--- config.mk ---
export PLATFORM = sky130hd
export DESIGN_NAME = vx_sched_csr_counters_flat
export DESIGN_NICKNAME = d
export VERILOG_FILES = /design/src/rtl/vx_sched_csr_counters_if.sv /design/src/rtl/vx_sched_csr_counters.sv /design/src/flat_wrapper.sv
export SDC_FILE = /design/constraint.sdc
export NUM_CORES = 1
export LEC_CHECK = 0
export CAP_MARGIN = 20
export CORE_ASPECT_RATIO = 2
export CORE_MARGIN = 2
export CORE_UTILIZATION = 55
export CTS_BUF_LIST = sky130_fd_sc_hd__clkbuf_8
export CTS_CLUSTER_SIZE = 20
export DETAILED_ROUTE_END_ITERATION = 7
export HOLD_SLACK_MARGIN = 0.08
export PLACE_DENSITY = 0.79
export SLEW_MARGIN = 20
export SYNTH_ARGS = -nofsm -noshare
export SYNTH_HDL_FRONTEND = slang
export SYNTH_SLANG_ARGS = --single-unit
export TNS_END_PERCENT = 1
--- constraint.sdc ---
create_clock -name clk -period 3.7 [get_ports clk]
set_input_delay 0.555 -clock clk [delete_from_list [all_inputs] [get_ports clk]]
set_output_delay 0.555 -clock clk [all_outputs]
set_load 0.02 [all_outputs]
--- src/rtl/vx_sched_csr_counters_if.sv ---
// CSR read port between the CSR unit (master) and the scheduler counter block (slave).
// rd_valid has no ready: every request is accepted, and rsp_valid/rsp_data follow exactly one cycle later.
interface vx_sched_csr_counters_if #(
  parameter int WID_W = 2,
  parameter int XLEN  = 32
);
  logic             rd_valid;
  logic [1:0]       rd_sel;
  logic [WID_W-1:0] rd_wid;
  logic             rd_hi;
  logic             rsp_valid;
  logic [XLEN-1:0]  rsp_data;

  modport master (
    output rd_valid, rd_sel, rd_wid, rd_hi,
    input  rsp_valid, rsp_data
  );

  modport slave (
    input  rd_valid, rd_sel, rd_wid, rd_hi,
    output rsp_valid, rsp_data
  );
endinterface

--- src/rtl/vx_sched_csr_counters.sv ---
// Per-core scheduler CSR state: cycle/instret counters, per-warp instret, warp and thread masks,
// with a registered read port whose hi half comes from a snapshot latched by the matching lo read.
module vx_sched_csr_counters #(
  parameter int NUM_WARPS   = 4,
  parameter int NUM_THREADS = 4,
  parameter int CTR_BITS    = 44,
  parameter int XLEN        = 32,
  parameter int CNT_BITS    = 3,
  localparam int WID_W      = (NUM_WARPS > 1) ? $clog2(NUM_WARPS) : 1
) (
  input  logic                             clk,
  input  logic                             reset_n,
  input  logic                             freeze,
  input  logic                             wctl_valid,
  input  logic [WID_W-1:0]                 wctl_wid,
  input  logic                             wctl_active,
  input  logic [NUM_THREADS-1:0]           wctl_tmask,
  input  logic                             commit_valid,
  input  logic [WID_W-1:0]                 commit_wid,
  input  logic [CNT_BITS-1:0]              commit_cnt,
  vx_sched_csr_counters_if.slave           csr,
  output logic [CTR_BITS-1:0]              cycles,
  output logic [CTR_BITS-1:0]              instret,
  output logic [NUM_WARPS-1:0]             active_warps,
  output logic [NUM_WARPS*NUM_THREADS-1:0] thread_masks
);

  localparam bit SPLIT = (CTR_BITS > XLEN);
  localparam int HI_W  = SPLIT ? (CTR_BITS - XLEN) : 1;
  localparam int EXT_W = XLEN + HI_W;

  logic [CTR_BITS-1:0]    r_cycles;
  logic [CTR_BITS-1:0]    r_instret;
  logic [CTR_BITS-1:0]    r_winstret [NUM_WARPS];
  logic [NUM_WARPS-1:0]   r_active;
  logic [NUM_THREADS-1:0] r_tmask [NUM_WARPS];
  logic [HI_W-1:0]        r_snap;
  logic                   r_rsp_valid;
  logic [XLEN-1:0]        r_rsp_data;

  logic [CTR_BITS-1:0]    w_cnt_ext;
  logic [CTR_BITS-1:0]    w_ctr;
  logic [EXT_W-1:0]       w_ctr_ext;
  logic [XLEN-1:0]        w_rd_data;
  logic                   w_snap_we;

  assign w_cnt_ext = CTR_BITS'(commit_cnt);

  // freeze stalls the counters only; warp control keeps working so the scheduler can still park warps.
  always_ff @(posedge clk or negedge reset_n) begin
    if (!reset_n) begin
      r_cycles  <= '0;
      r_instret <= '0;
      r_active  <= NUM_WARPS'(1);
      for (int w = 0; w < NUM_WARPS; w++) begin
        r_winstret[w] <= '0;
        r_tmask[w]    <= (w == 0) ? NUM_THREADS'(1) : '0;
      end
    end else begin
      if (!freeze) begin
        r_cycles <= r_cycles + CTR_BITS'(1);
        if (commit_valid) begin
          r_instret              <= r_instret + w_cnt_ext;
          r_winstret[commit_wid] <= r_winstret[commit_wid] + w_cnt_ext;
        end
      end
      if (wctl_valid) begin
        r_active[wctl_wid] <= wctl_active;
        r_tmask[wctl_wid]  <= wctl_active ? wctl_tmask : '0;
      end
    end
  end

  always_comb begin
    w_ctr = '0;
    case (csr.rd_sel)
      2'd0:    w_ctr = r_cycles;
      2'd1:    w_ctr = r_instret;
      2'd2:    w_ctr = r_winstret[csr.rd_wid];
      default: w_ctr = '0;
    endcase
    w_ctr_ext = EXT_W'(w_ctr);
    w_rd_data = '0;
    if (csr.rd_sel == 2'd3) begin
      if (!csr.rd_hi) w_rd_data = XLEN'({r_active[csr.rd_wid], r_tmask[csr.rd_wid]});
    end else if (csr.rd_hi) begin
      if (SPLIT) w_rd_data = XLEN'(r_snap);
    end else begin
      w_rd_data = w_ctr_ext[XLEN-1:0];
    end
  end

  // One snapshot shared by all counters: a hi read returns whatever the most recent counter lo read latched.
  assign w_snap_we = SPLIT && csr.rd_valid && (csr.rd_sel != 2'd3) && !csr.rd_hi;

  always_ff @(posedge clk or negedge reset_n) begin
    if (!reset_n) begin
      r_rsp_valid <= 1'b0;
      r_rsp_data  <= '0;
      r_snap      <= '0;
    end else begin
      r_rsp_valid <= csr.rd_valid;
      if (csr.rd_valid) r_rsp_data <= w_rd_data;
      if (w_snap_we) r_snap <= w_ctr_ext[XLEN +: HI_W];
    end
  end

  assign csr.rsp_valid = r_rsp_valid;
  assign csr.rsp_data  = r_rsp_data;
  assign cycles        = r_cycles;
  assign instret       = r_instret;
  assign active_warps  = r_active;

  always_comb begin
    thread_masks = '0;
    for (int w = 0; w < NUM_WARPS; w++) begin
      thread_masks[w*NUM_THREADS +: NUM_THREADS] = r_tmask[w];
    end
  end

endmodule

--- src/flat_wrapper.sv ---
// flat-port wrapper written by rule: the top's interface ports become plain ports
module vx_sched_csr_counters_flat 
#(
  parameter int NUM_WARPS   = 4,
  parameter int NUM_THREADS = 4,
  parameter int CTR_BITS    = 44,
  parameter int XLEN        = 32,
  parameter int CNT_BITS    = 3,
  localparam int WID_W      = (NUM_WARPS > 1) ? $clog2(NUM_WARPS) : 1
)
  (clk, reset_n, freeze, wctl_valid, wctl_wid, wctl_active, wctl_tmask, commit_valid, commit_wid, commit_cnt, cycles, instret, active_warps, thread_masks, csr_rd_valid, csr_rd_sel, csr_rd_wid, csr_rd_hi, csr_rsp_valid, csr_rsp_data);
  vx_sched_csr_counters_if #(.WID_W(2), .XLEN(XLEN)) csr_i ();
  input  logic clk;
  input  logic reset_n;
  input  logic freeze;
  input  logic wctl_valid;
  input  logic [WID_W-1:0] wctl_wid;
  input  logic wctl_active;
  input  logic [NUM_THREADS-1:0] wctl_tmask;
  input  logic commit_valid;
  input  logic [WID_W-1:0] commit_wid;
  input  logic [CNT_BITS-1:0] commit_cnt;
  output logic [CTR_BITS-1:0] cycles;
  output logic [CTR_BITS-1:0] instret;
  output logic [NUM_WARPS-1:0] active_warps;
  output logic [NUM_WARPS*NUM_THREADS-1:0] thread_masks;
  input wire logic [$bits(csr_i.rd_valid)-1:0] csr_rd_valid;
  input wire logic [$bits(csr_i.rd_sel)-1:0] csr_rd_sel;
  input wire logic [$bits(csr_i.rd_wid)-1:0] csr_rd_wid;
  input wire logic [$bits(csr_i.rd_hi)-1:0] csr_rd_hi;
  output wire logic [$bits(csr_i.rsp_valid)-1:0] csr_rsp_valid;
  output wire logic [$bits(csr_i.rsp_data)-1:0] csr_rsp_data;
  assign csr_i.rd_valid = csr_rd_valid;
  assign csr_i.rd_sel = csr_rd_sel;
  assign csr_i.rd_wid = csr_rd_wid;
  assign csr_i.rd_hi = csr_rd_hi;
  assign csr_rsp_valid = csr_i.rsp_valid;
  assign csr_rsp_data = csr_i.rsp_data;
  vx_sched_csr_counters #(.NUM_WARPS(NUM_WARPS), .NUM_THREADS(NUM_THREADS), .CTR_BITS(CTR_BITS), .XLEN(XLEN), .CNT_BITS(CNT_BITS)) u_core (.clk(clk), .reset_n(reset_n), .freeze(freeze), .wctl_valid(wctl_valid), .wctl_wid(wctl_wid), .wctl_active(wctl_active), .wctl_tmask(wctl_tmask), .commit_valid(commit_valid), .commit_wid(commit_wid), .commit_cnt(commit_cnt), .csr(csr_i), .cycles(cycles), .instret(instret), .active_warps(active_warps), .thread_masks(thread_masks));
endmodule
==> metrics.txt, run 1 <==
outcome complete, no violations; syn_nets 1670; FF+latch count, synth 329; Post-layout nets 1831; Root Buffer clkbuf_8; row count 91; via/cell ratio 6.230; worst skew pair latency 0.58 ns; Boundary Pins 164; Placeable Area 0.03074 mm2; Worst-path clk slew 0.07 ns; CP peak stage delay 0.41 ns; Main synth FF type dfrtp_1; setup TNS 0 ns; mux cell area share after synthesis 0.1575; Synth-to-Final Area Change 17.89%; Power Dens Cells 408.5 mW/mm2; Slowest cell on crit path fa_1; sequential share of power 0.492; Max Slew Vio Count 0; die area 0.03262 mm2; grt ovf 0; Synth top area share 0.4782; critical-path cell list mux4_2, ha_1, inv_1, fa_1, nor2b_1, o2111ai_2, nor4_4, buf_4, nand3_1, xor2_1, o21ai_0; CP Launch Type flop; Synth Warn # 0; vias in the first global route 14279; CTS tree yes; Comb power frac 0.166; Post-DP HPWL 33460 um; Max-Cap Viols 0; Routed wire per std cell 21.39 um; WHS Path Cells 2; leak pwr 0.008567 uW; Post-synth EDFFs 0; Max FO, Critical Path 6; Yosys top cell by area dfrtp_1; DR iter-0 viols 993; Netlist cell types 55; worst path bufs/invs 2; CP Capture Type flop; Net Sw Frac 0.2879; DR pass1 iterations 5; Max Fclk 326.6 MHz; final WL 47170 um; Syn Inst Count 1638; simple-gate share of the synthesized area 0.1582; post-cts sizing count 0; combinational family with the most area after synthesis simple AND/OR/NAND/NOR gates; pin count of the biggest net entering global routing 106; Synth Area in XOR/XNOR 0.06245; post-CTS setup buffers 0; gp weighted congestion 0.8880; remaining antenna violation count 0; Min-Delay Path Class flop to flop; Synth area leaders dfrtp_1, mux4_2, nand2_1; layout cell share with drive strength beyond 1 0.1333; Die Y-Extent 253.4 um; Int Pwr 5868 uW; register area share after synthesis 0.4813; final period utilization 0.8274; ys async rst share 1.000; Worst Max-Slew Pin Slew 1.003 ns; Clock Skews 0.008870 ns; Fin. Hold Viols 0; placed cell area 0.01926 mm2; Sequential Area 0.008235 mm2; clk sink count 329; antenna violations before repair 3; final setup vio count 0; maximum vdd drop 216.3 uV; Compound-Gate Fraction of Synth Area 0.09777; P_sw 2373 uW; relative slew slack 0.3265; worst reg2reg path depth 11; die width 128.7 um; Multi-input gate area 0.008293 mm2; Longest Clk Path Bufs 3; Clock Power Share 0.342; CP Data Required Time 4.15 ns; first-pass GRT wire length 75370 um; H-Tree Depth 2; Setup CP Type flop to flop; CP arrival 3.51 ns; drc violations 0; Vias 13737; fin area 0.02017 mm2; fill count 2309; Tmin final 3.062 ns; Top Family by Delay on Critical Path simple AND/OR/NAND/NOR gates; Synth Area in Adders 0.007459; Post-Syn Area 0.01711 mm2; Initial Utilization 0.5566; PortBufs 163; Synth Area per Inst 10.45 um2; Total GRT Usage 0.2957; cell depth of the worst setup path 11; CTS buffer count 45; RSZ-0062 raised after global routing no
==> placed cells by master (no fill, tap or decap), types with 6 or more instances in the layout <==
cell,instances
inv_1,53
buf_4,45
nand3b_1,8
mux2_2,6
xnor2_1,76
and4_1,12
a22oi_1,6
o22ai_1,27
and2_1,16
nand3_1,51
a31oi_1,12
mux2i_1,54
nor4_2,8
clkbuf_8,57
nor2_1,96
o21ai_0,196
buf_12,9
a21oi_1,58
xor2_1,46
nor2b_1,6
clkdlybuf4s50_1,156
o21ai_1,8
dfrtp_1,327
nand2_1,282
nor3_1,16
mux4_2,88
and3_1,13
nand4_1,24
ha_1,7
==> power groups by stage <==
stage / clock network [uW] / registers [uW] / logic [uW]
2_1_floorplan: 0 / 4180 / 669
3_3_place_gp: 0 / 4100 / 1330
3_5_place_dp: 0 / 4110 / 1360
4_1_cts: 2880 / 4040 / 1370
5_1_grt: 3020 / 4080 / 1470
6_report: 2820 / 4050 / 1370
==> worst min-delay path, stage by stage, from the launching register on <==
cell     delay (ns)
dfrtp_1        0.35
nand2_1        0.05
o21ai_0        0.06
==> registers in the layout, indices dropped and copies added, names as in the netlist <==
register / cells
u_core.r_winstret: 176
u_core.cycles: 44
u_core.instret: 44
u_core.csr.rsp_data: 32
u_core.thread_masks: 16
u_core.r_snap: 12
u_core.active_warps: 4
u_core.csr.rsp_valid: 1
==> worst paths after layout <==
kind | startpoint | to | slack, ns
worst max-delay path | u_core.r_winstret[0] | u_core.r_winstret[118] | 0.64
worst min-delay path | u_core.r_snap[8] | u_core.r_snap[8] | 0.49
worst max register to register | u_core.r_winstret[0] | u_core.r_winstret[118] | 0.64
worst min register to register | u_core.r_snap[8] | u_core.r_snap[8] | 0.49
max in group asynchronous | reset_n | u_core.csr.rsp_data[26] | 2.08
min in group asynchronous | reset_n | u_core.thread_masks[10] | 0.59
==> cell usage after synthesis (3+ instances only) <==
| master | number |
|---|---|
| mux2_2 | 6 |
| clkbuf_1 | 71 |
| o22ai_1 | 27 |
| inv_1 | 38 |
| nand3_1 | 52 |
| nor4_1 | 6 |
| ha_1 | 7 |
| and2_1 | 16 |
| nand4b_1 | 5 |
| a41oi_1 | 4 |
| dfrtp_1 | 327 |
| nor4_2 | 6 |
| and4_1 | 12 |
| mux4_2 | 88 |
| a31oi_1 | 12 |
| a22oi_1 | 6 |
| nor3_1 | 16 |
| nor2_1 | 96 |
| or3_1 | 6 |
| xnor2_1 | 76 |
| a21oi_1 | 58 |
| o21ai_0 | 196 |
| mux4_1 | 4 |
| o21ai_1 | 8 |
| and3_1 | 13 |
| buf_6 | 5 |
| nand2_1 | 282 |
| nand2b_1 | 3 |
| nand4_1 | 24 |
| buf_4 | 4 |
| xor2_1 | 46 |
| buf_1 | 18 |
| a21o_1 | 3 |
| buf_2 | 4 |
| nor2b_1 | 7 |
| nand3b_1 | 8 |
| mux2i_1 | 54 |
==> routing by layer <==
metal  GRT usage  routed length [um]  vias to the layer above  part of all wire
met3     0.04437                2471                      177             0.052
met1      0.3319               16670                     6880              0.35
li1            -                   -                     6116                 -
met2      0.5075               24540                      564              0.52
met4      0.2102                3482                        0             0.074
met5           0                   0                        -                 0
==> stage by stage <==
| stage | util | power (uW) | hold WS [ns] | std cells | worst slack (ns) |
|---|---|---|---|---|---|
| after global routing | 0.6561 | 8570 | 0.5135 | 2204 | 0.3579 |
| after global placement | 0.6264 | 5432 | 0.4621 | 2123 | 0.2961 |
| after CTS | 0.6559 | 8295 | 0.4897 | 2202 | 0.6583 |
| final | 0.6562 | 8241 | 0.4883 | 2205 | 0.6385 |
| after detailed placement | 0.6264 | 5473 | 0.4713 | 2123 | 0.1875 |
| after floorplan | - | 4852 | 0.2594 | 1638 | 0.03769 |
==> kinds of logic (layout without fill, tap and decap cells) <==
kind of cell,count (synthesis),after routing
fa+ha+maj,9,9
mux,152,152
simple gates,570,570
flops,329,329
xor+xnor,122,122
buf+inv,141,333
other cells,0,3
compound gates,315,315
==> timing repair <==
action	4_1_cts	5_1_grt
setup endpoints to repair	0	0
hold endpoints to repair	85	0
hold buffers	1	0
==> cell type report <==
type | instances | area share
inverters | 38 | 0.007071
well taps | 372 | 0.02307
clock buffers | 57 | 0.03889
diodes | 3 | 0.0003722
clock inverters | 21 | 0.005644
flip-flops and latches | 329 | 0.4083
repair buffers | 217 | 0.1056
multi-input cells | 1168 | 0.4111
Power figures use the tool's default switching activity.
==> run 2, diff against run 1 <==
CORE_UTILIZATION = 54   (was 55)
PLACE_DENSITY = 0.81   (was 0.79)
clock period = 2.75 ns   (was 3.7 ns; I/O delays follow)
==> run 2 against run 1 <==
- worst setup slack got worse by 0.62 ns
- highest routed layer unchanged
- largest cell class unchanged
- non-clock buffer count increased by 82
- combinational power increased by 42%
- critical path depth decreased by 2
==> metrics.txt, run 2 (synthesized netlist as in run 1, its figures left out) <==
maximum vdd drop 504.8 uV (+130%); Post-layout nets 1915 (+4.6%); final WL 47200 um (about the same); outcome complete, no violations; Worst Max-Slew Pin Slew 0.8086 ns (-0.1940 ns); Max Fclk 365.5 MHz (+12%); remaining antenna violation count 0 (unchanged); die area 0.03321 mm2 (+1.8%); most frequent cells in the layout dfrtp_1, nand2_1, o21ai_0, clkdlybuf4s50_1, buf_4; CTS tree yes; CP Capture Type flop; Worst-path clk slew 0.07 ns (about the same); Fin. Hold Viols 0 (unchanged); first-pass GRT wire length 74490 um (-1.2%); post-CTS setup buffers 0 (unchanged); antenna violations before repair 0 (-3); DR pass1 iterations 6 (+1); setup TNS 0 ns (unchanged); clk sink count 329 (unchanged); relative slew slack 0.4610 (+0.1345); Largest register FFs 176 (unchanged); CP Launch Type flop; Tmin final 2.736 ns (-0.3259 ns); drc violations 0 (unchanged); Vias 13969 (+1.7%); leak pwr 0.009057 uW (+5.7%); Boundary Pins 164 (unchanged); Root Buffer clkbuf_8; CP Data Required Time 3.22 ns (-0.93 ns); DR iter-0 viols 1133 (+14%); Top Family by Delay on Critical Path simple AND/OR/NAND/NOR gates; Longest Clk Path Bufs 3 (unchanged); final std cells w/o fill 2342 (+6.2%); PortBufs 163 (unchanged); Placeable Area 0.03131 mm2 (+1.8%); pin count of the biggest net entering global routing 77 (-27%); vias in the first global route 13653 (-4.4%); # diodes 0 (-3); Total GRT Usage 0.2857 (-0.01004); placed insts 2256 (+6.3%); CTS buffer count 47 (+4.4%); CP peak stage delay 0.50 ns (+0.09 ns); RSZ-0062 raised after global routing yes; gp weighted congestion 0.9489 (+6.9%); final setup vio count 0 (unchanged); Synth-to-Final Area Change 23.36%; grt ovf 0 (unchanged); Final Power 11340 uW (+38%); final period utilization 0.9948 (+0.1673); worst skew pair latency 0.60 ns (+0.02 ns); CP arrival 3.20 ns (-0.31 ns); Fin Hold WS 0.3774 ns (-0.1108 ns); Max Slew Vio Count 0 (unchanged); Power Dens Cells 537.2 mW/mm2 (+32%); via/cell ratio 5.965 (-4.3%); row count 92 (+1.1%); Post-DP HPWL 33480 um (about the same); Slowest cell on crit path mux4_2; Routed wire per std cell 20.15 um (-5.8%); most common cell after layout, fill and taps aside dfrtp_1; layout cell share with drive strength beyond 1 0.1860 (+0.05270); Reg with most FFs u_core.r_winstret; Initial Utilization 0.5465 (-0.01010); Clock Skews 0.01156 ns (+0.002690 ns); Max FO, Critical Path 8 (+2); Min-Delay Path Class input port to asynchronous set/reset pin; die width 129.9 um (+0.89%); critical-path cell list mux4_2, ha_4, nor2b_4, o2111ai_4, nor4_4, buf_6, nor4b_4, xnor2_2, o21ai_1; Setup CP Type flop to flop; Die Y-Extent 255.7 um (+0.91%); H-Tree Depth 2 (unchanged); worst path bufs/invs 1 (-1); Max-Cap Viols 0 (unchanged)
==> run 2: changes by cell type in the layout (fill, tap and decap cells not counted), sizes merged, moves of 2 or more <==
cell,previous run,this run
diode,3,0
inv,53,55
buf,60,141
clkbuf,57,62
==> run 2: stage by stage <==
stage / setup WS (ns) / instance area, um2 / util
2_1_floorplan: -0.5504 / 17230 / -
3_3_place_gp: -0.2657 / 19990 / 0.6383
5_1_grt: -0.06182 / 21110 / 0.6741
4_1_cts: 0.009648 / 20950 / 0.6692
6_report: 0.01436 / 21110 / 0.6741
3_5_place_dp: -0.3445 / 19990 / 0.6383
==> run 2: worst paths after layout <==
| kind | depth (start not counted) | slack, ns | from | to |
|---|---|---|---|---|
| max | 9 | 0.01 | u_core.r_winstret[46] | u_core.r_winstret[126] |
| min | 2 | 0.38 | reset_n | u_core.instret[14] |
| max reg2reg | 9 | 0.01 | u_core.r_winstret[46] | u_core.r_winstret[126] |
| min reg2reg | 2 | 0.49 | u_core.r_winstret[72] | u_core.r_winstret[72] |
| max in group asynchronous | 3 | 1.51 | reset_n | u_core.active_warps[0] |
| min in group clk | 3 | 0.45 | wctl_tmask[2] | u_core.thread_masks[14] |
==> run 2: worst register-to-register path: cells and delay by family (launching register included) <==
family	cells	cell delay (ns)
XOR/XNOR	1	0.19
AND/OR/NAND/NOR	3	0.75
AO/OA/AOI/OAI	2	0.27
multiplexers	1	0.50
adder cells (fa/ha/maj)	1	0.30
buffers and inverters	1	0.19
flip-flops	1	0.41
==> run 2: final cells by class <==
type,count,area [um2]
fill,2374,10200
sequential,329,8235
clock buffer,62,853.3
clock inverter,23,101.3
timing repair buffer,299,2744
inverter,38,142.6
multi-input combinational,1168,8501
tap,423,529.3
==> run 2: where the power goes <==
part | internal (uW) | switching (uW) | leakage, uW
Sequential | 5140 | 326 | 0.00447
Clock | 2020 | 1910 | 0.000555
Combinational | 897 | 1050 | 0.00403
==> run 2: timing repair <==
action / 4_1_cts / 5_1_grt
cloned: 0 / 0
gates resized for setup: 1 / 24
hold endpoints to repair: 69 / 0
hold buffers: 1 / 0
pin swaps: 0 / 3
endpoints found under the setup margin: 4 / 68
==> run 2: layer usage <==
layer  vias to the layer above  part of all wire  GRT usage
met5                         -                 0          0
met4                         0             0.050     0.1362
met3                       139             0.077    0.04891
met2                       667              0.49     0.4491
met1                      6866              0.39     0.3856
li1                       6297                 -          -
